==> src/rtl/retention_pkg.sv <==
// -----------------------------------------------------------------------------
// retention_pkg
// Shared types for the retention power controller.
//   ret_state_e : FSM state enum with its 4-bit encoding (visible on the state port)
//   ret_ctrl_t  : bundle of the registered control/status outputs
//   ret_decode  : per-state output table, evaluated on the next state so every
//                 output leaves the block straight from a flop
// -----------------------------------------------------------------------------
package retention_pkg;

    typedef enum logic [3:0] {
        ST_ACTIVE  = 4'd0,
        ST_SAVE    = 4'd1,
        ST_CLK_OFF = 4'd2,
        ST_ISO_ON  = 4'd3,
        ST_PWR_OFF = 4'd4,
        ST_SLEEP   = 4'd5,
        ST_PWR_ON  = 4'd6,
        ST_SETTLE  = 4'd7,
        ST_CLK_ON  = 4'd8,
        ST_RESTORE = 4'd9,
        ST_ISO_OFF = 4'd10
    } ret_state_e;

    typedef struct packed {
        logic clk_en;
        logic pwr_en;
        logic iso_en;
        logic save;
        logic restore;
        logic asleep;
        logic busy;
    } ret_ctrl_t;

    localparam ret_ctrl_t RET_CTRL_RESET = '{clk_en: 1'b1, pwr_en: 1'b1, default: 1'b0};

    // Isolation is raised together with the clock gate (CLK_OFF) and dropped
    // only once the clock is back (ISO_OFF), so iso_en covers every cycle in
    // which the clock is gated or the switch is open.
    function automatic ret_ctrl_t ret_decode(input ret_state_e st);
        ret_ctrl_t c;
        c      = '0;
        c.busy = 1'b1;
        case (st)
            ST_ACTIVE:  begin c.clk_en = 1'b1; c.pwr_en = 1'b1; c.busy = 1'b0; end
            ST_SAVE:    begin c.clk_en = 1'b1; c.pwr_en = 1'b1; c.save = 1'b1; end
            ST_CLK_OFF: begin c.pwr_en = 1'b1; c.iso_en = 1'b1; end
            ST_ISO_ON:  begin c.pwr_en = 1'b1; c.iso_en = 1'b1; end
            ST_PWR_OFF: begin c.iso_en = 1'b1; end
            ST_SLEEP:   begin c.iso_en = 1'b1; c.asleep = 1'b1; c.busy = 1'b0; end
            ST_PWR_ON:  begin c.pwr_en = 1'b1; c.iso_en = 1'b1; end
            ST_SETTLE:  begin c.pwr_en = 1'b1; c.iso_en = 1'b1; end
            ST_CLK_ON:  begin c.clk_en = 1'b1; c.pwr_en = 1'b1; c.iso_en = 1'b1; end
            ST_RESTORE: begin c.clk_en = 1'b1; c.pwr_en = 1'b1; c.iso_en = 1'b1; c.restore = 1'b1; end
            ST_ISO_OFF: begin c.clk_en = 1'b1; c.pwr_en = 1'b1; end
            default:    c = RET_CTRL_RESET;
        endcase
        return c;
    endfunction

endpackage

==> src/rtl/retention_wait_timer.sv <==
// -----------------------------------------------------------------------------
// retention_wait_timer
// Saturating cycle counter for the settle delay and pwr_ack timeouts.
//   clk, rst_n : clock, async active-low reset
//   clear      : restart counting (count is 0 in the following cycle)
//   limit      : number of cycles to wait
//   done       : high in the limit-th cycle since the last clear
// -----------------------------------------------------------------------------
module retention_wait_timer #(
    parameter int CW = 7
) (
    input  logic          clk,
    input  logic          rst_n,
    input  logic          clear,
    input  logic [CW-1:0] limit,
    output logic          done
);

    localparam logic [CW-1:0] CNT_ONE = CW'(1);

    logic [CW-1:0] r_cnt;

    always_ff @(posedge clk or negedge rst_n) begin
        if (!rst_n) begin
            r_cnt <= '0;
        end else if (clear) begin
            r_cnt <= '0;
        end else if (r_cnt != '1) begin
            r_cnt <= r_cnt + CNT_ONE;
        end
    end

    // r_cnt is 0 in the first cycle of a wait, so the limit-th cycle sees limit-1.
    assign done = (limit == '0) || (r_cnt >= (limit - CNT_ONE));

endmodule

==> src/rtl/retention_power_ctrl.sv <==
// -----------------------------------------------------------------------------
// retention_power_ctrl
// Sequencer for a state-retention power domain: save -> gate clock -> isolate
// -> open switch on sleep, and the reverse with a settle delay on wake.
//   clk, rst_n           : clock, async active-low reset
//   sleep_req, wake_req  : level requests (both high in ACTIVE = stay awake)
//   pwr_ack              : switch status, 1 = domain powered
//   clr_err              : clears the sticky timeout flag
//   clk_en, save, restore, iso_en, pwr_en : registered domain controls
//   asleep, busy, err, state              : registered status
// -----------------------------------------------------------------------------
module retention_power_ctrl
    import retention_pkg::*;
#(
    parameter int SETTLE_CYCLES = 4,
    parameter int PWR_TIMEOUT   = 64
) (
    input  logic       clk,
    input  logic       rst_n,
    input  logic       sleep_req,
    input  logic       wake_req,
    input  logic       pwr_ack,
    input  logic       clr_err,
    output logic       clk_en,
    output logic       save,
    output logic       restore,
    output logic       iso_en,
    output logic       pwr_en,
    output logic       asleep,
    output logic       busy,
    output logic       err,
    output logic [3:0] state
);

    localparam int WAIT_MAX = (PWR_TIMEOUT > SETTLE_CYCLES) ? PWR_TIMEOUT : SETTLE_CYCLES;
    localparam int CW       = $clog2(WAIT_MAX) + 1;
    localparam logic [CW-1:0] SETTLE_LIM  = CW'(SETTLE_CYCLES);
    localparam logic [CW-1:0] TIMEOUT_LIM = CW'(PWR_TIMEOUT);

    ret_state_e    r_state, w_next;
    ret_ctrl_t     r_ctrl;
    logic          r_err;
    logic          r_pending;
    logic          w_timeout;
    logic          w_clear;
    logic          w_done;
    logic          w_down_seq;
    logic [CW-1:0] w_limit;

    assign w_limit    = (r_state == ST_SETTLE) ? SETTLE_LIM : TIMEOUT_LIM;
    // A PWR_ON timeout restarts the count without leaving the state.
    assign w_clear    = (w_next != r_state) || w_timeout;
    assign w_down_seq = (r_state == ST_SAVE) || (r_state == ST_CLK_OFF) ||
                        (r_state == ST_ISO_ON) || (r_state == ST_PWR_OFF);

    retention_wait_timer #(.CW(CW)) u_wait (
        .clk   (clk),
        .rst_n (rst_n),
        .clear (w_clear),
        .limit (w_limit),
        .done  (w_done)
    );

    always_comb begin
        w_next    = r_state;
        w_timeout = 1'b0;
        case (r_state)
            ST_ACTIVE:  if (sleep_req && !wake_req) w_next = ST_SAVE;
            ST_SAVE:    w_next = ST_CLK_OFF;
            ST_CLK_OFF: w_next = ST_ISO_ON;
            ST_ISO_ON:  w_next = ST_PWR_OFF;
            ST_PWR_OFF: begin
                if (!pwr_ack) begin
                    w_next = ST_SLEEP;
                end else if (w_done) begin
                    // switch never opened: abort back up the wake path
                    w_next    = ST_PWR_ON;
                    w_timeout = 1'b1;
                end
            end
            ST_SLEEP:   if (r_pending || wake_req) w_next = ST_PWR_ON;
            ST_PWR_ON: begin
                if (pwr_ack) begin
                    w_next = ST_SETTLE;
                end else if (w_done) begin
                    w_timeout = 1'b1;
                end
            end
            ST_SETTLE:  if (w_done) w_next = ST_CLK_ON;
            ST_CLK_ON:  w_next = ST_RESTORE;
            ST_RESTORE: w_next = ST_ISO_OFF;
            ST_ISO_OFF: w_next = ST_ACTIVE;
            default:    w_next = ST_ACTIVE;
        endcase
    end

    always_ff @(posedge clk or negedge rst_n) begin
        if (!rst_n) begin
            r_state <= ST_ACTIVE;
            r_ctrl  <= RET_CTRL_RESET;
        end else begin
            r_state <= w_next;
            r_ctrl  <= ret_decode(w_next);
        end
    end

    // A wake arriving mid power-down is remembered so SLEEP hands straight
    // back to PWR_ON; entering PWR_ON consumes it.
    always_ff @(posedge clk or negedge rst_n) begin
        if (!rst_n) begin
            r_pending <= 1'b0;
        end else if ((w_next == ST_PWR_ON) && (r_state != ST_PWR_ON)) begin
            r_pending <= 1'b0;
        end else if (w_down_seq && wake_req) begin
            r_pending <= 1'b1;
        end
    end

    // Timeout has priority over clr_err so a coincident event is not lost.
    always_ff @(posedge clk or negedge rst_n) begin
        if (!rst_n) begin
            r_err <= 1'b0;
        end else if (w_timeout) begin
            r_err <= 1'b1;
        end else if (clr_err) begin
            r_err <= 1'b0;
        end
    end

    assign clk_en  = r_ctrl.clk_en;
    assign pwr_en  = r_ctrl.pwr_en;
    assign iso_en  = r_ctrl.iso_en;
    assign save    = r_ctrl.save;
    assign restore = r_ctrl.restore;
    assign asleep  = r_ctrl.asleep;
    assign busy    = r_ctrl.busy;
    assign err     = r_err;
    assign state   = r_state;

endmodule

==> config.mk <==
export PLATFORM = sky130hd
export DESIGN_NAME = retention_power_ctrl
export DESIGN_NICKNAME = d
export VERILOG_FILES = /design/src/rtl/retention_pkg.sv /design/src/rtl/retention_wait_timer.sv /design/src/rtl/retention_power_ctrl.sv
export SDC_FILE = /design/constraint.sdc
export NUM_CORES = 1
export LEC_CHECK = 0
export ABC_AREA = 1
export CAP_MARGIN = 20
export CORE_MARGIN = 8
export CORE_UTILIZATION = 45
export DETAILED_ROUTE_END_ITERATION = 8
export GPL_TIMING_DRIVEN = 1
export PLACE_DENSITY = 0.69
export SETUP_SLACK_MARGIN = 0.1
export SYNTH_ARGS = -nofsm -noshare
export SYNTH_HDL_FRONTEND = slang
export SYNTH_SLANG_ARGS = --single-unit
==> constraint.sdc <==
create_clock -name clk -period 5.4 [get_ports clk]
set_clock_uncertainty 0.05 [all_clocks]
set_input_delay 1.35 -clock clk [delete_from_list [all_inputs] [get_ports clk]]
set_output_delay 1.35 -clock clk [all_outputs]
set_load 0.1 [all_outputs]
==> out/metrics.yaml, run 1 <==
die:
  die_area_sq_um: 4250
  std_cell_rows: 18
  coreArea_sq_um: 2390
  start_util_pct: 45.6
  die_w_um: 65.2
  fp.dieH_um: 65.2
  ioPinCount: 18
synth:
  synth-compound-area-share_pct: 8.61
  synth_fp_nets: 142
  yosysWarnings: 0
  ys_seq_area_share_pct: 46.2
  yosysTopAreaCell: "dfrtp_1"
  synth_seq_cells: 20
  synth_top_family_by_area: "simple AND/OR/NAND/NOR gates"
  avgSynthCellArea_sq_um: 8.13
  synth.top_cell.area_share_pct: 41.3
  synth_fa_ha_area_share_pct: 2.30
  ys_dominant_reg_cell: "dfrtp_1"
  ys_async_sr_fraction_pct: 100
  synthTopCellsByArea: "dfrtp_1 41%, nand2_1 7.9%, nor2_1 7.6%"
  synth_edf_count: 0
  synthCells: 134
  synthMuxAreaShare_pct: 0.918
  synth_xor_area_share_pct: 2.41
  synthesis.area_sq_um: 1090
  post_synth_and_or_nand_nor_area_fraction_pct: 32.7
  ys_types: 25
clock_tree:
  cts_tree: "done"
  clock_tree.buffer_depth: 2
  cts_sinks: 20
  cts_setup_buffers: 0
  cts_resized: 0
  cts_hold_buffers: 0
  htreeDepth: 1
  cts_made_buffers: 3
  root_buffer: "clkbuf_4"
  cts.clk_slew.worst_paths_ns: 0.11
  clkLatencyLatePin_ns: 0.29
outcome:
  status: "finished, final reports clean"
route:
  drtIter0Drc: 38
  vias: 909
  routed_via_density: 4.94
  first_pass_iters: 4
  route.detailed.drc: 0
  ant_nets: 0
  wl_per_cell_um: 11.9
  routed_wl_mm: 2.18
finish:
  drive_gt1_share_pct: 10.4
  diodes: 0
  final_nets: 163
  seqCellArea_sq_um: 503
  multi_input_area_sq_um: 512
  n_fill_cell: 250
  syn_to_final_growth_pct: 21.7
  finalNonFillerCells: 184
sta:
  max_slew_margin_pct: 34.7
  worst_slew_pin_slew_ns: 0.976
  setup_tns_ns: 0
  min_period_ns: 3.44
  slew_violations: 0
  worst_slack_ns: 1.96
  setup-violations-final: 0
  rsz0062_at_grt: "no"
  timing.fmax_mhz: 291
  hold_viol: 0
  timing.final.crit_share_pct: 63.6
global_routing:
  grt_max_degree: 21
  grt_pass1_wl_mm: 3.75
  grt-ovfl-total: 0
  grt_use_total_pct: 11.1
  antenna_found_initial: 0
  first_global_vias: 885
placed_design:
  gp_congestion: 0.891
  dp_hpwl_mm: 1.71
  numPortBuffers: 17
  place_inst: 180
  place_ws_ns: 2.30
worst_setup_path:
  path_cells: "clkdlybuf4s50_1"
  cp_max_fo: 8
  cp_num_buf_inv: 1
  crit_path_end_kind: "output pin"
  arrival_ns: 2.04
  criticalPathCategory: "reg -> out"
  worst_path_max_delay_cell: "clkdlybuf4s50_1"
  worstPathRequired_ns: 4.00
  cp-start-kind: "flop"
  slowest_delay_ns: 1.20
  critPathTopFamily: "buffers and inverters"
run:
  max-cap-violations: 0
min_path:
  hold_path.class: "reg -> reg"
per-stage QoR:
stage	instance area (sq um)	hold WS (ns)	util, %
2_1_floorplan	1090	0.449	-
4_1_cts	1330	0.484	55.6
6_report	1330	0.475	55.6
3_5_place_dp	1290	0.464	54.0
3_3_place_gp	1290	0.461	54.0
5_1_grt	1330	0.514	55.6
area by class of cell:
| type | count | share of cell area (%) |
|---|---|---|
| sequential | 20 | 37.9 |
| timing repair buffer | 17 | 12.8 |
| tap | 30 | 2.83 |
| inverter | 18 | 5.09 |
| multi-input combinational | 95 | 38.6 |
| clock buffer | 4 | 2.74 |
Yosys cell counts (2+ instances only):
master,count
nand2_1,23
nand4_1,3
nand3_1,12
nor2_1,22
a21boi_0,2
a21oi_1,3
xor2_1,2
nor2_4,3
nor3_1,2
dfrtp_1,18
o21ai_0,10
inv_1,17
ha_1,2
nand2_2,3
dfstp_2,2
routing by layer:
layer | vias up | wire length (um) | GRT usage (%)
met5 | - | 0 | 0
met2 | 14 | 1070 | 18.6
met1 | 416 | 955 | 12.0
li1 | 473 | - | -
met3 | 6 | 108 | 3.57
met4 | 0 | 43 | 6.81
logic make-up (layout without fill, tap and decap cells):
logic type	Yosys count	count (layout)
buffers and inverters	19	39
AND/OR/NAND/NOR	72	72
adder cells (fa/ha/maj)	2	2
multiplexers	1	1
flip-flops	20	20
XOR/XNOR	3	3
AO/OA/AOI/OAI	17	17
registers in the layout, indices dropped and copies added (netlist names):
signal / count
u_wait.r_cnt: 7
state: 4
asleep: 1
busy: 1
clk_en: 1
err: 1
iso_en: 1
pwr_en: 1
r_pending: 1
restore: 1
save: 1
path summary, 6_finish.rpt:
check / startpoint / end / slack, ns / depth (start not counted)
worst max-delay path: state[2] / state[2] / 1.96 / 1
worst min-delay path: err / err / 0.47 / 2
worst max register to register: state[3] / busy / 3.41 / 12
worst min register to register: err / err / 0.47 / 2
max in group asynchronous: rst_n / state[3] / 3.29 / 1
min in group asynchronous: rst_n / u_wait.r_cnt[1] / 1.49 / 1
placed cells by master, fill, tap and decap left out:
cell type | synthesis | final
nand2_2 | 3 | 3
nor3_1 | 2 | 2
nor2_4 | 3 | 3
o21ai_0 | 10 | 10
clkbuf_4 | 0 | 3
a21boi_0 | 2 | 2
nand4_1 | 3 | 3
nand3_4 | 1 | 1
a21oi_1 | 3 | 3
xor2_1 | 2 | 2
o211ai_1 | 1 | 1
nand2_1 | 23 | 23
nor2_1 | 22 | 22
inv_2 | 1 | 1
mux2i_1 | 1 | 1
clkbuf_8 | 0 | 1
dfrtp_1 | 18 | 18
dfstp_2 | 2 | 2
nand2_4 | 1 | 1
nand3b_1 | 1 | 1
nand3_1 | 12 | 12
nand3_2 | 1 | 1
ha_1 | 2 | 2
o22ai_1 | 1 | 1
xnor2_1 | 1 | 1
inv_1 | 17 | 17
clkdlybuf4s50_1 | 0 | 17
Power of run 1 is not shown: default switching activity piles up to over one toggle a cycle in this logic, so the estimate is an artifact.
==> run 2: changes to the inputs <==
==> constraint.sdc (replaced) <==
create_clock -name clk -period 3.3 [get_ports clk]
set_clock_uncertainty 0.05 [all_clocks]
set_input_delay 0.825 -clock clk [delete_from_list [all_inputs] [get_ports clk]]
set_output_delay 0.825 -clock clk [all_outputs]
set_load 0.1 [all_outputs]
==> out/metrics.yaml, run 2 (synthesized netlist as in run 1, its figures left out) <==
global_routing:
  grt_max_degree: 21
  first_global_vias: 962
  antenna_found_initial: 0
  grt_use_total_pct: 12.0
  grt_pass1_wl_mm: 4.10
  grt-ovfl-total: 0
clock_tree:
  root_buffer: "clkbuf_4"
  htreeDepth: 1
  cts_tree: "done"
  cts_resized: 0
  clock_tree.buffer_depth: 2
  cts.clk_slew.worst_paths_ns: 0.12
  clkLatencyLatePin_ns: 0.30
  cts_setup_buffers: 0
  cts_hold_buffers: 0
  cts_made_buffers: 3
  cts_sinks: 20
sta:
  setup_tns_ns: 0
  min_period_ns: 2.09
  rsz0062_at_grt: "no"
  timing.final.crit_share_pct: 63.3
  worst_slew_pin_slew_ns: 0.866
  slew_violations: 0
  setup-violations-final: 0
  max_slew_margin_pct: 42.1
  hold_viol: 0
  timing.fmax_mhz: 479
finish:
  final_nets: 163
  diodes: 0
  largest-register: "u_wait.r_cnt"
  syn_to_final_growth_pct: 20.4
  largest_reg_flops: 7
  drive_gt1_share_pct: 18.2
  final_cell_mix: "23 x nand2_1, 22 x nor2_1, 18 x dfrtp_1"
  layout_commonest_cell: "nand2_1"
worst_setup_path:
  cp_max_fo: 8
  cp-start-kind: "flop"
  critPathTopFamily: "flip-flops"
  slowest_delay_ns: 0.55
  worstPathRequired_ns: 2.42
  cp_num_buf_inv: 1
  criticalPathCategory: "reg -> out"
  arrival_ns: 1.21
  ff2ff_path_depth: 11
  worst_path_max_delay_cell: "dfrtp_1"
  path_cells: "buf_4"
  crit_path_end_kind: "output pin"
  crit_cells: 1
die:
  fp.dieH_um: 65.2
  start_util_pct: 45.6
  die_area_sq_um: 4250
  coreArea_sq_um: 2390
  ioPinCount: 18
  std_cell_rows: 18
  die_w_um: 65.2
route:
  ant_nets: 0
  routed_wl_mm: 2.34
  route.detailed.drc: 0
  first_pass_iters: 5
  routed_via_density: 5.01
  drtIter0Drc: 43
  vias: 921
  wl_per_cell_um: 12.7
min_path:
  hold_path.class: "reg -> reg"
  whs_path_depth: 2
placed_design:
  dp_hpwl_mm: 1.84
  gp_congestion: 0.949
  numPortBuffers: 17
outcome:
  status: "finished, final reports clean"
run:
  max-cap-violations: 0
[run 2: cell count changes in the layout (fill, tap and decap cells not counted)]
| cell | before | now |
|---|---|---|
| clkdlybuf4s50_1 | 17 | 5 |
| bufinv_16 | 0 | 1 |
| buf_4 | 0 | 12 |
| clkbuf_8 | 1 | 0 |
[run 2: area by class of cell]
| cell class | instances | area [sq um] |
|---|---|---|
| Fill cell | 239 | 1070 |
| Multi-Input combinational cell | 95 | 512 |
| Sequential cell | 20 | 503 |
| Timing Repair Buffer | 17 | 140 |
| Inverter | 18 | 67.6 |
| Tap cell | 30 | 37.5 |
| Clock inverter | 1 | 30.0 |
| Clock buffer | 3 | 22.5 |
[run 2: final timing paths]
kind	start	end	slack [ns]
worst max-delay path	state[2]	state[2]	1.21
worst min-delay path	err	err	0.48
worst max register to register	state[1]	busy	1.24
worst min register to register	err	err	0.48
max in group asynchronous	rst_n	busy	1.72
min in group asynchronous	rst_n	u_wait.r_cnt[4]	0.95
[run 2: metrics by stage]
step	hold slack, ns	std cells	util [%]	worst slack [ns]	instance area (sq um)
finish	0.482	184	55.0	1.21	1310
floorplan	0.449	134	-	0.798	1090
CTS	0.487	184	55.0	1.21	1310
detailed placement	0.468	180	52.8	0.910	1260
global placement	0.462	180	52.8	1.00	1260
global route	0.528	184	55.0	1.06	1310
[run 2: layer usage]
layer	wire length [um]	up-vias	track usage, %
met1	1000	423	12.2
met4	37	0	7.08
met3	106	4	2.89
met2	1190	24	21.6
met5	0	-	0
li1	-	470	-
Power of run 2 is left out for the same reason.
==> run 3: changes to the inputs <==
==> constraint.sdc (replaced) <==
create_clock -name clk -period 1.97 [get_ports clk]
set_clock_uncertainty 0.05 [all_clocks]
set_input_delay 0.4925 -clock clk [delete_from_list [all_inputs] [get_ports clk]]
set_output_delay 0.4925 -clock clk [all_outputs]
set_load 0.1 [all_outputs]
==> out/metrics.yaml, run 3 (synthesized netlist as in run 1, its figures left out) <==
die:
  start_util_pct: 45.6
  die_area_sq_um: 4250
  fp.dieH_um: 65.2
  ioPinCount: 18
  std_cell_rows: 18
  coreArea_sq_um: 2390
  die_w_um: 65.2
clock_tree:
  cts_made_buffers: 3
  htreeDepth: 1
  cts_tree: "done"
  clkLatencyLatePin_ns: 0.31
  clock_tree.buffer_depth: 2
  cts.clk_slew.worst_paths_ns: 0.12
  cts_sinks: 20
  cts_hold_buffers: 0
  root_buffer: "clkbuf_4"
placed_design:
  gp_congestion: 0.883
  numPortBuffers: 17
  place_ws_ns: -0.00999
  dp_hpwl_mm: 2.03
  place_inst: 186
finish:
  largest_reg_flops: 7
  layout_commonest_cell: "nand2_1"
  final_nets: 175
  finalNonFillerCells: 196
  drive_gt1_share_pct: 39.2
  n_fill_cell: 188
  fin_util_pct: 69.4
  largest-register: "u_wait.r_cnt"
  final_cell_mix: "17 x nand2_1, 14 x inv_1, 14 x nor2_1, 14 x dfrtp_1"
  syn_to_final_growth_pct: 52.0
  seqCellArea_sq_um: 518
  multi_input_area_sq_um: 598
  diodes: 0
route:
  routed_via_density: 5.27
  vias: 1033
  route.detailed.drc: 0
  ant_nets: 0
  first_pass_iters: 4
  wl_per_cell_um: 14.3
  drtIter0Drc: 63
  routed_wl_mm: 2.80
worst_setup_path:
  arrival_ns: 2.02
  ff2ff_path_depth: 12
  criticalPathCategory: "reg -> reg"
  cp-start-kind: "flop"
  rrSetupSlack_ns: 0.11
  worstPathRequired_ns: 2.13
  cp_max_fo: 7
  worstReg2RegStart: "state[3]"
  reg2reg_to: "u_wait.r_cnt[2]"
  crit_path_end_kind: "flop"
global_routing:
  grt-ovfl-total: 0
  grt_max_degree: 21
  first_global_vias: 986
  grt_use_total_pct: 13.4
  grt_pass1_wl_mm: 4.48
  antenna_found_initial: 0
min_path:
  hold_path.class: "in -> async"
sta:
  max_slew_margin_pct: 75.3
  setup-violations-final: 0
  hold_viol: 0
  timing.fmax_mhz: 539
  rsz0062_at_grt: "yes"
  min_period_ns: 1.86
  timing.final.crit_share_pct: 94.2
  slew_violations: 0
  worst_slack_ns: 0.114
  setup_tns_ns: 0
  worst_slew_pin_slew_ns: 0.366
power:
  p_per_area_nw_per_um2: 1830
  p_leak_nw: 0.795
  vdd_drop_max_mv: 1.82
outcome:
  status: "finished, final reports clean"
run:
  max-cap-violations: 0
==> run 3: cell types whose count changed in the layout (fill, tap and decap cells not counted), sizes merged <==
| cell | change |
|---|---|
| buf | +12 |
==> run 3: power by group <==
part           total [mW]  switching [mW]  internal, mW
clock               0.338           0.133         0.206
combinational        1.98            1.28         0.705
sequential          0.711           0.134         0.577
==> run 3: area by class of cell <==
cell class | instances | share of cell area (%)
tap | 30 | 2.27
sequential | 20 | 31.3
clock buffer | 3 | 1.36
clock inverter | 1 | 1.81
inverter | 18 | 4.23
timing repair buffer | 29 | 23.0
multi-input combinational | 95 | 36.1
==> run 3: stage by stage <==
step	instance area [sq um]	hold WS [ns]	total power, mW
2_1_floorplan	1120	0.147	1.95
3_3_place_gp	1490	0.475	2.51
3_5_place_dp	1490	0.483	2.54
4_1_cts	1570	0.473	2.93
5_1_grt	1660	0.490	3.20
6_report	1660	0.461	3.03
==> run 3: critical path, cell delays in order, from the launching register on <==
cell     delay [ns]
dfrtp_4        0.51
inv_4          0.07
nand2_4        0.06
nor2_4         0.13
ha_4           0.22
inv_2          0.04
a21oi_2        0.03
nand2_2        0.10
nand3_2        0.12
nand2_2        0.14
nand2_2        0.07
nand3_4        0.14
nor2_1         0.06
==> run 3: worst max path at each step <==
stage               startpoint               to  slack (ns)  cells after the start
floorplan             state[1]             busy       0.008                     13
global placement      wake_req  u_wait.r_cnt[0]        0.05                      9
detailed placement    wake_req  u_wait.r_cnt[1]       -0.01                      9
CTS                   state[1]           iso_en        0.10                     12
global route          state[3]  u_wait.r_cnt[5]        0.01                     13
finish                state[3]  u_wait.r_cnt[2]        0.11                     12
==> run 3: timing repair <==
item	4_1_cts	5_1_grt
buffers inserted	3	3
gates resized for setup	5	16
hold endpoints to repair	0	0
pin swaps	3	9
setup endpoints to repair	8	10
==> run 3: per-layer routing <==
metal	routed length (um)	part of all wire, %	track usage [%]	up-vias
met5	0	0	0	-
met4	95	3.4	7.90	0
met3	143	5.1	2.72	11
met2	1470	52	22.5	33
met1	1100	39	15.3	489
li1	-	-	-	500
(Power assumes the default switching activity.)
